**src/rtl/sha3_result_collector.sv**
```systemverilog
// Result collector behind the SHA3 scanner: absolute-nonce conversion, result FIFO, scan progress.
// Optional macro SHA3_RESULT_TIMESTAMP_EN stores a per-entry cycle timestamp on otimestamp.
module sha3_result_collector #(
   parameter int unsigned DEPTH = 4,
   parameter int unsigned CNT_W = 32
) (
   input  logic                     clk,
   input  logic                     rstn,
   input  logic                     start,
   input  logic [31:0]              nonce_base,
   input  logic                     capture,
   input  logic [31:0]              cnonce,
   input  logic [63:0]              cdiff,
   input  logic                     awaiting,
   input  logic                     evaluating,
   input  logic                     pop,
   input  logic                     clear_done,
   output logic                     ovalid,
   output logic [31:0]              ononce,
   output logic [63:0]              odiff,
   output logic [$clog2(DEPTH):0]   olevel,
   output logic                     ooverflow,
   output logic [CNT_W-1:0]         oevaluated,
   output logic                     obusy,
   output logic                     odone,
   output logic [31:0]              otimestamp
);

   localparam int unsigned AW   = $clog2(DEPTH);
   localparam logic [AW:0] FULL = (AW+1)'(DEPTH);

   typedef enum logic [1:0] {S_IDLE, S_SCANNING, S_DONE} state_t;

   state_t           state_q, state_d;
   logic [1:0]       rst_sync;
   logic             rst_n_int;
   logic             awaiting_q;
   logic [31:0]      base_q;
   logic             s1_v, s2_v;
   logic [31:0]      s1_nonce, s2_nonce;
   logic [63:0]      s1_diff, s2_diff;
   logic [31:0]      mem_nonce [DEPTH];
   logic [63:0]      mem_diff  [DEPTH];
   logic [AW-1:0]    wr_ptr, rd_ptr;
   logic [AW:0]      count;
   logic             ovf_q;
   logic [CNT_W-1:0] eval_q;
   logic             scanning, full, do_pop, do_wr, drop;

   // Assertion is immediate; release reaches the core two edges later.
   always_ff @(posedge clk or negedge rstn) begin
      if (!rstn) rst_sync <= '0;
      else       rst_sync <= {rst_sync[0], 1'b1};
   end
   assign rst_n_int = rst_sync[1];

   always_ff @(posedge clk or negedge rst_n_int) begin
      if (!rst_n_int) begin
         state_q    <= S_IDLE;
         awaiting_q <= 1'b0;
      end else begin
         state_q    <= state_d;
         awaiting_q <= awaiting;
      end
   end

   always_comb begin
      state_d = state_q;
      case (state_q)
         S_IDLE:     if (start) state_d = S_SCANNING;
         S_SCANNING: if (!start && awaiting_q && !awaiting) state_d = S_DONE;
         S_DONE: begin
            if (start)           state_d = S_SCANNING;
            else if (clear_done) state_d = S_IDLE;
         end
         default:    state_d = S_IDLE;
      endcase
   end

   assign scanning = (state_q == S_SCANNING);
   assign full     = (count == FULL);
   assign do_pop   = pop && (count != '0);
   assign do_wr    = s2_v && (!full || do_pop);
   assign drop     = s2_v && full && !do_pop;

   // A start flushes both pipeline stages so in-flight hits of the old scan never land.
   always_ff @(posedge clk or negedge rst_n_int) begin
      if (!rst_n_int) begin
         base_q   <= '0;
         s1_v     <= 1'b0;
         s1_nonce <= '0;
         s1_diff  <= '0;
         s2_v     <= 1'b0;
         s2_nonce <= '0;
         s2_diff  <= '0;
      end else begin
         if (start) base_q <= nonce_base;
         s1_v <= capture && scanning && !start;
         if (capture) begin
            s1_nonce <= cnonce + base_q;
            s1_diff  <= cdiff;
         end
         s2_v     <= s1_v && !start;
         s2_nonce <= s1_nonce;
         s2_diff  <= s1_diff;
      end
   end

   always_ff @(posedge clk or negedge rst_n_int) begin
      if (!rst_n_int) begin
         wr_ptr <= '0;
         rd_ptr <= '0;
         count  <= '0;
         ovf_q  <= 1'b0;
      end else if (start) begin
         wr_ptr <= '0;
         rd_ptr <= '0;
         count  <= '0;
         ovf_q  <= 1'b0;
      end else begin
         if (do_wr)  wr_ptr <= wr_ptr + AW'(1);
         if (do_pop) rd_ptr <= rd_ptr + AW'(1);
         count <= count + (AW+1)'(do_wr) - (AW+1)'(do_pop);
         if (drop) ovf_q <= 1'b1;
      end
   end

   always_ff @(posedge clk or negedge rst_n_int) begin
      if (!rst_n_int) begin
         for (int unsigned i = 0; i < DEPTH; i++) begin
            mem_nonce[i] <= '0;
            mem_diff[i]  <= '0;
         end
      end else if (do_wr && !start) begin
         mem_nonce[wr_ptr] <= s2_nonce;
         mem_diff[wr_ptr]  <= s2_diff;
      end
   end

   always_ff @(posedge clk or negedge rst_n_int) begin
      if (!rst_n_int)                           eval_q <= '0;
      else if (start)                           eval_q <= '0;
      else if (evaluating && scanning && eval_q != '1) eval_q <= eval_q + CNT_W'(1);
   end

`ifdef SHA3_RESULT_TIMESTAMP_EN
   logic [31:0] ts_cnt, s1_ts, s2_ts;
   logic [31:0] mem_ts [DEPTH];

   // Stamp is the value the counter takes at the capture edge (edges since start).
   always_ff @(posedge clk or negedge rst_n_int) begin
      if (!rst_n_int) begin
         ts_cnt <= '0;
         s1_ts  <= '0;
         s2_ts  <= '0;
      end else begin
         ts_cnt <= start ? '0 : ts_cnt + 32'd1;
         if (capture) s1_ts <= ts_cnt + 32'd1;
         s2_ts <= s1_ts;
      end
   end

   always_ff @(posedge clk or negedge rst_n_int) begin
      if (!rst_n_int) begin
         for (int unsigned i = 0; i < DEPTH; i++) mem_ts[i] <= '0;
      end else if (do_wr && !start) begin
         mem_ts[wr_ptr] <= s2_ts;
      end
   end

   assign otimestamp = mem_ts[rd_ptr];
`else
   assign otimestamp = '0;
`endif

   assign ovalid     = (count != '0);
   assign ononce     = mem_nonce[rd_ptr];
   assign odiff      = mem_diff[rd_ptr];
   assign olevel     = count;
   assign ooverflow  = ovf_q;
   assign oevaluated = eval_q;
   assign obusy      = (state_q == S_SCANNING);
   assign odone      = (state_q == S_DONE);

endmodule
```
**config.mk**
```make
export PLATFORM = sky130hd
export DESIGN_NAME = sha3_result_collector
export DESIGN_NICKNAME = d
export VERILOG_FILES = /design/src/rtl/sha3_result_collector.sv
export SDC_FILE = /design/constraint.sdc
export NUM_CORES = 1
export LEC_CHECK = 0
export BUFFER_PORTS_ARGS = -buffer_cell sky130_fd_sc_hd__buf_2
export CAP_MARGIN = 20
export CORE_ASPECT_RATIO = 0.8
export CORE_MARGIN = 2
export CORE_UTILIZATION = 59
export DETAILED_ROUTE_END_ITERATION = 10
export PLACE_DENSITY = 0.8
export SKIP_CTS_REPAIR_TIMING = 1
export SLEW_MARGIN = 20
export SYNTH_ARGS = -nofsm -noshare
export SYNTH_HDL_FRONTEND = slang
export SYNTH_SLANG_ARGS = --single-unit
```
**constraint.sdc**
```tcl
create_clock -name clk -period 22.2 [get_ports clk]
set_input_delay 1.11 -clock clk [delete_from_list [all_inputs] [get_ports clk]]
set_output_delay 1.11 -clock clk [all_outputs]
set_load 0.05 [all_outputs]
```
==> summary.md <==
| Metric | Value |
|---|---|
| Detailed-route via count | between 15,000 and 20,000 |
| Met3 usage | 0.0489 |
| Main area contributors after synthesis | dfrtp_1, mux2_2, mux4_2 |
| Longest Clk Path Bufs | 3 |
| Fillers | about 3,100 |
| Clock-pin slew on the worst setup and hold paths | ~0.060 ns |
| Max Cap Violations | 0 |
| # setup viols final | 0 |
| Max-slew violations | 0 |
| Final wirelength | a little under 60,000 um |
| Layout Cells excl Fill | ~2,700 |
| Height of the die | a little under 200 um |
| Tmin final | 4.69 ns |
| Met1 Use GR | 0.343 |
| Pleak | approximately 15 nW |
| CTS Root Cell | clkbuf_16 |
| Dominant cell type by area after synthesis | dfrtp_1 |
| Outcome | completed |
| Relative slew slack | 0.336 |
| Initial Utilization | 0.600 |
| Die area | about 48,000 um^2 |
| Layout area overhead | 14.9% |
| Avg Cell Area, Syn | between 15 and 20 um^2 |
| Syn Inst Count | roughly 1,800 |
| Final ANT Viol Nets | 0 |
| Startpoint type of the worst setup path | flip-flop |
| Maximum VDD drop | slightly below 100 uV |
| Ys flop type | dfrtp_1 |
| Final HPWL DP | approximately 37,000 um |
| Gr busiest metal | met2 |
| Vias per cell | 5.79 |
| Largest net degree at the start of global routing | 205 |
| CTS Sinks | 655 |
| Starting DRT DRC Count | 910 |
| Dpl cells | approximately 2,600 |
| Flop and latch count out of synthesis | approximately 660 |
| Post-Syn Area | roughly 27,000 um^2 |
| Synth cell types | 60 |
| Worst setup EP type | primary output |
| Drt drc | 0 |
| Final Cycle Share | 0.211 |
| All-Layer GR Usage | 0.248 |
| Yosys top cell area share | 0.596 |
| HP Class | in2async |
| Hold WS | between 0.2 and 0.3 ns |
| Die width | ~250 um |
| Total global routing overflow | 0 |
| Total CTS buffers | 61 |
| Power Dens Cells | 118 nW/um^2 |
| CP required | around 21 ns |
| FP Rows | 70 |
| First-pass detailed-route iteration total | 4 |
| Worst-path maximum fanout | 37 |
| Worst Tran Pin Value | roughly 1 ns |
| Most common library cells after synthesis | dfrtp_1, mux2_2, mux4_2 |
| Layout cells sized above 1 | 0.485 |
| Fin. Hold Viols | 0 |
| Crit path kind | reg2out |
| Most frequent cell after synthesis | dfrtp_1 |
| Crit path from | rd_ptr[0] |
| Sequential-to-total area share from yosys stat | 0.596 |
| Number of flops mapped to enable cells by yosys | 0 |
| RR Startpoint | olevel[0] |
| Core Region | between 40,000 and 50,000 um^2 |
| Worst skew pair latency | 0.62 ns |
| Final nets | ~2,200 |
| First-pass GRT wire length | 93,500 um |
| Setup TNS | 0 ns |
| CTS H-Tree Depth | 2 |
| # port buffers | 270 |
| Initial antenna violation count | 3 |
| Final GP Congestion | about 0.86 |
| Fmax achieved | approximately 210 MHz |
| CTS tree | done |
| Worst Path Arrival | between 3 and 4 ns |
| Ys async rst share | 1.00 |
| RSZ-0062 raised after global routing | no |
| Setup Skew | between 0.01 and 0.015 ns |
| WL/cell | between 20 and 25 um |
| Met2 usage | 0.405 |
| Number of global-route vias before repair | 16,700 |
| Syn. warnings | 0 |
| Io pins | between 300 and 400 |
cell families after synthesis:
kind of cell               Yosys count  synth area share
AOI/OAI and AO/OA                  104            0.0258
xor gates and xnor gates            59            0.0188
adders and majority gates           40            0.0188
buffers and inverters              130            0.0224
DFF                                655             0.596
muxes                              603             0.286
other                                2          0.000273
and+or+nand+nor                    177            0.0313
final cells by class:
| type | instances | area (um^2) | share of cell area |
|---|---|---|---|
| multi-input cells | 1016 | 10600 | 0.336 |
| clock buffers | 87 | 1780 | 0.0565 |
| well taps | 612 | 766 | 0.0242 |
| inverters | 12 | 45.0 | 0.00143 |
| diodes | 3 | 7.51 | 0.000238 |
| flip-flops and latches | 655 | 16400 | 0.519 |
| clock inverters | 28 | 392 | 0.0124 |
| repair buffers | 288 | 1560 | 0.0493 |
power breakdown:
group          internal, mW  leakage, nW  total (mW)  switching, mW
logic                 0.396         5.71        1.11          0.711
registers              1.37         8.43        1.50          0.132
clock network         0.664         1.07        1.12          0.457
total                  2.43         15.2        3.73           1.30
routing by layer:
layer	wire [um]	vias to the layer above
met5	0	-
li1	-	6925
met3	2920	102
met2	28800	328
met4	1480	0
met1	25900	8278
cells in the final DEF, fill, tap and decap left out, types with 6 or more instances in the layout:
cell type    n
dfrtp_1    652
clkbuf_8    16
mux2_2     505
buf_4       14
nor2b_1      6
nor3_1       6
buf_2      269
conb_1      33
clkbuf_16   61
nand3_1     18
o21ai_0     15
inv_1       12
mux4_2      96
a21o_1      14
nand2_1     38
and2_1       7
clkbuf_1    10
bufinv_16    9
xor2_1      29
clkinv_2    11
or3_1        6
ha_1        38
and3_1       9
a21oi_1     30
nor2_1      58
nand4_1      6
xnor2_1     30
through the flow:
| step | power, mW | setup WS (ns) | util | instance area, um^2 |
|---|---|---|---|---|
| after global routing | 3.88 | 17.26 | 0.689 | 31600 |
| after global placement | 2.60 | 17.84 | 0.640 | 29300 |
| after detailed placement | 2.63 | 17.78 | 0.640 | 29300 |
| final | 3.73 | 17.51 | 0.689 | 31600 |
| after CTS | 3.75 | 17.12 | 0.688 | 31500 |
| after floorplan | 2.36 | 2.59 | - | 27600 |
state kept, by name, indices dropped and copies added (netlist names):
name,cells
awaiting_q,1
base_q,32
mem_diff,256
mem_nonce,128
oevaluated,32
olevel,3
ooverflow,1
rd_ptr,2
rst_sync,2
s1_diff,64
s1_nonce,32
s1_v,1
s2_diff,64
s2_nonce,32
s2_v,1
state_q,2
wr_ptr,2
path summary, 6_finish.rpt:
kind | end | slack, ns | cells past startpoint
setup reg to reg | mem_diff[132] | 18.76 | 6
hold / removal | rst_sync[1] | 0.26 | 1
min in group clk | rst_sync[1] | 0.37 | 0
hold reg to reg | rst_sync[1] | 0.37 | 0
setup / recovery | odiff[6] | 17.51 | 5
max in group asynchronous | mem_diff[144] | 19.36 | 3
worst max-delay path, cell delays in order, from the launching register on:
cell and delay [ns]:
dfrtp_4 0.64, buf_4 0.70, buf_4 0.45, buf_16 0.30, mux4_2 0.57, buf_2 0.23
Note: power is estimated with default switching activity, not from simulation.
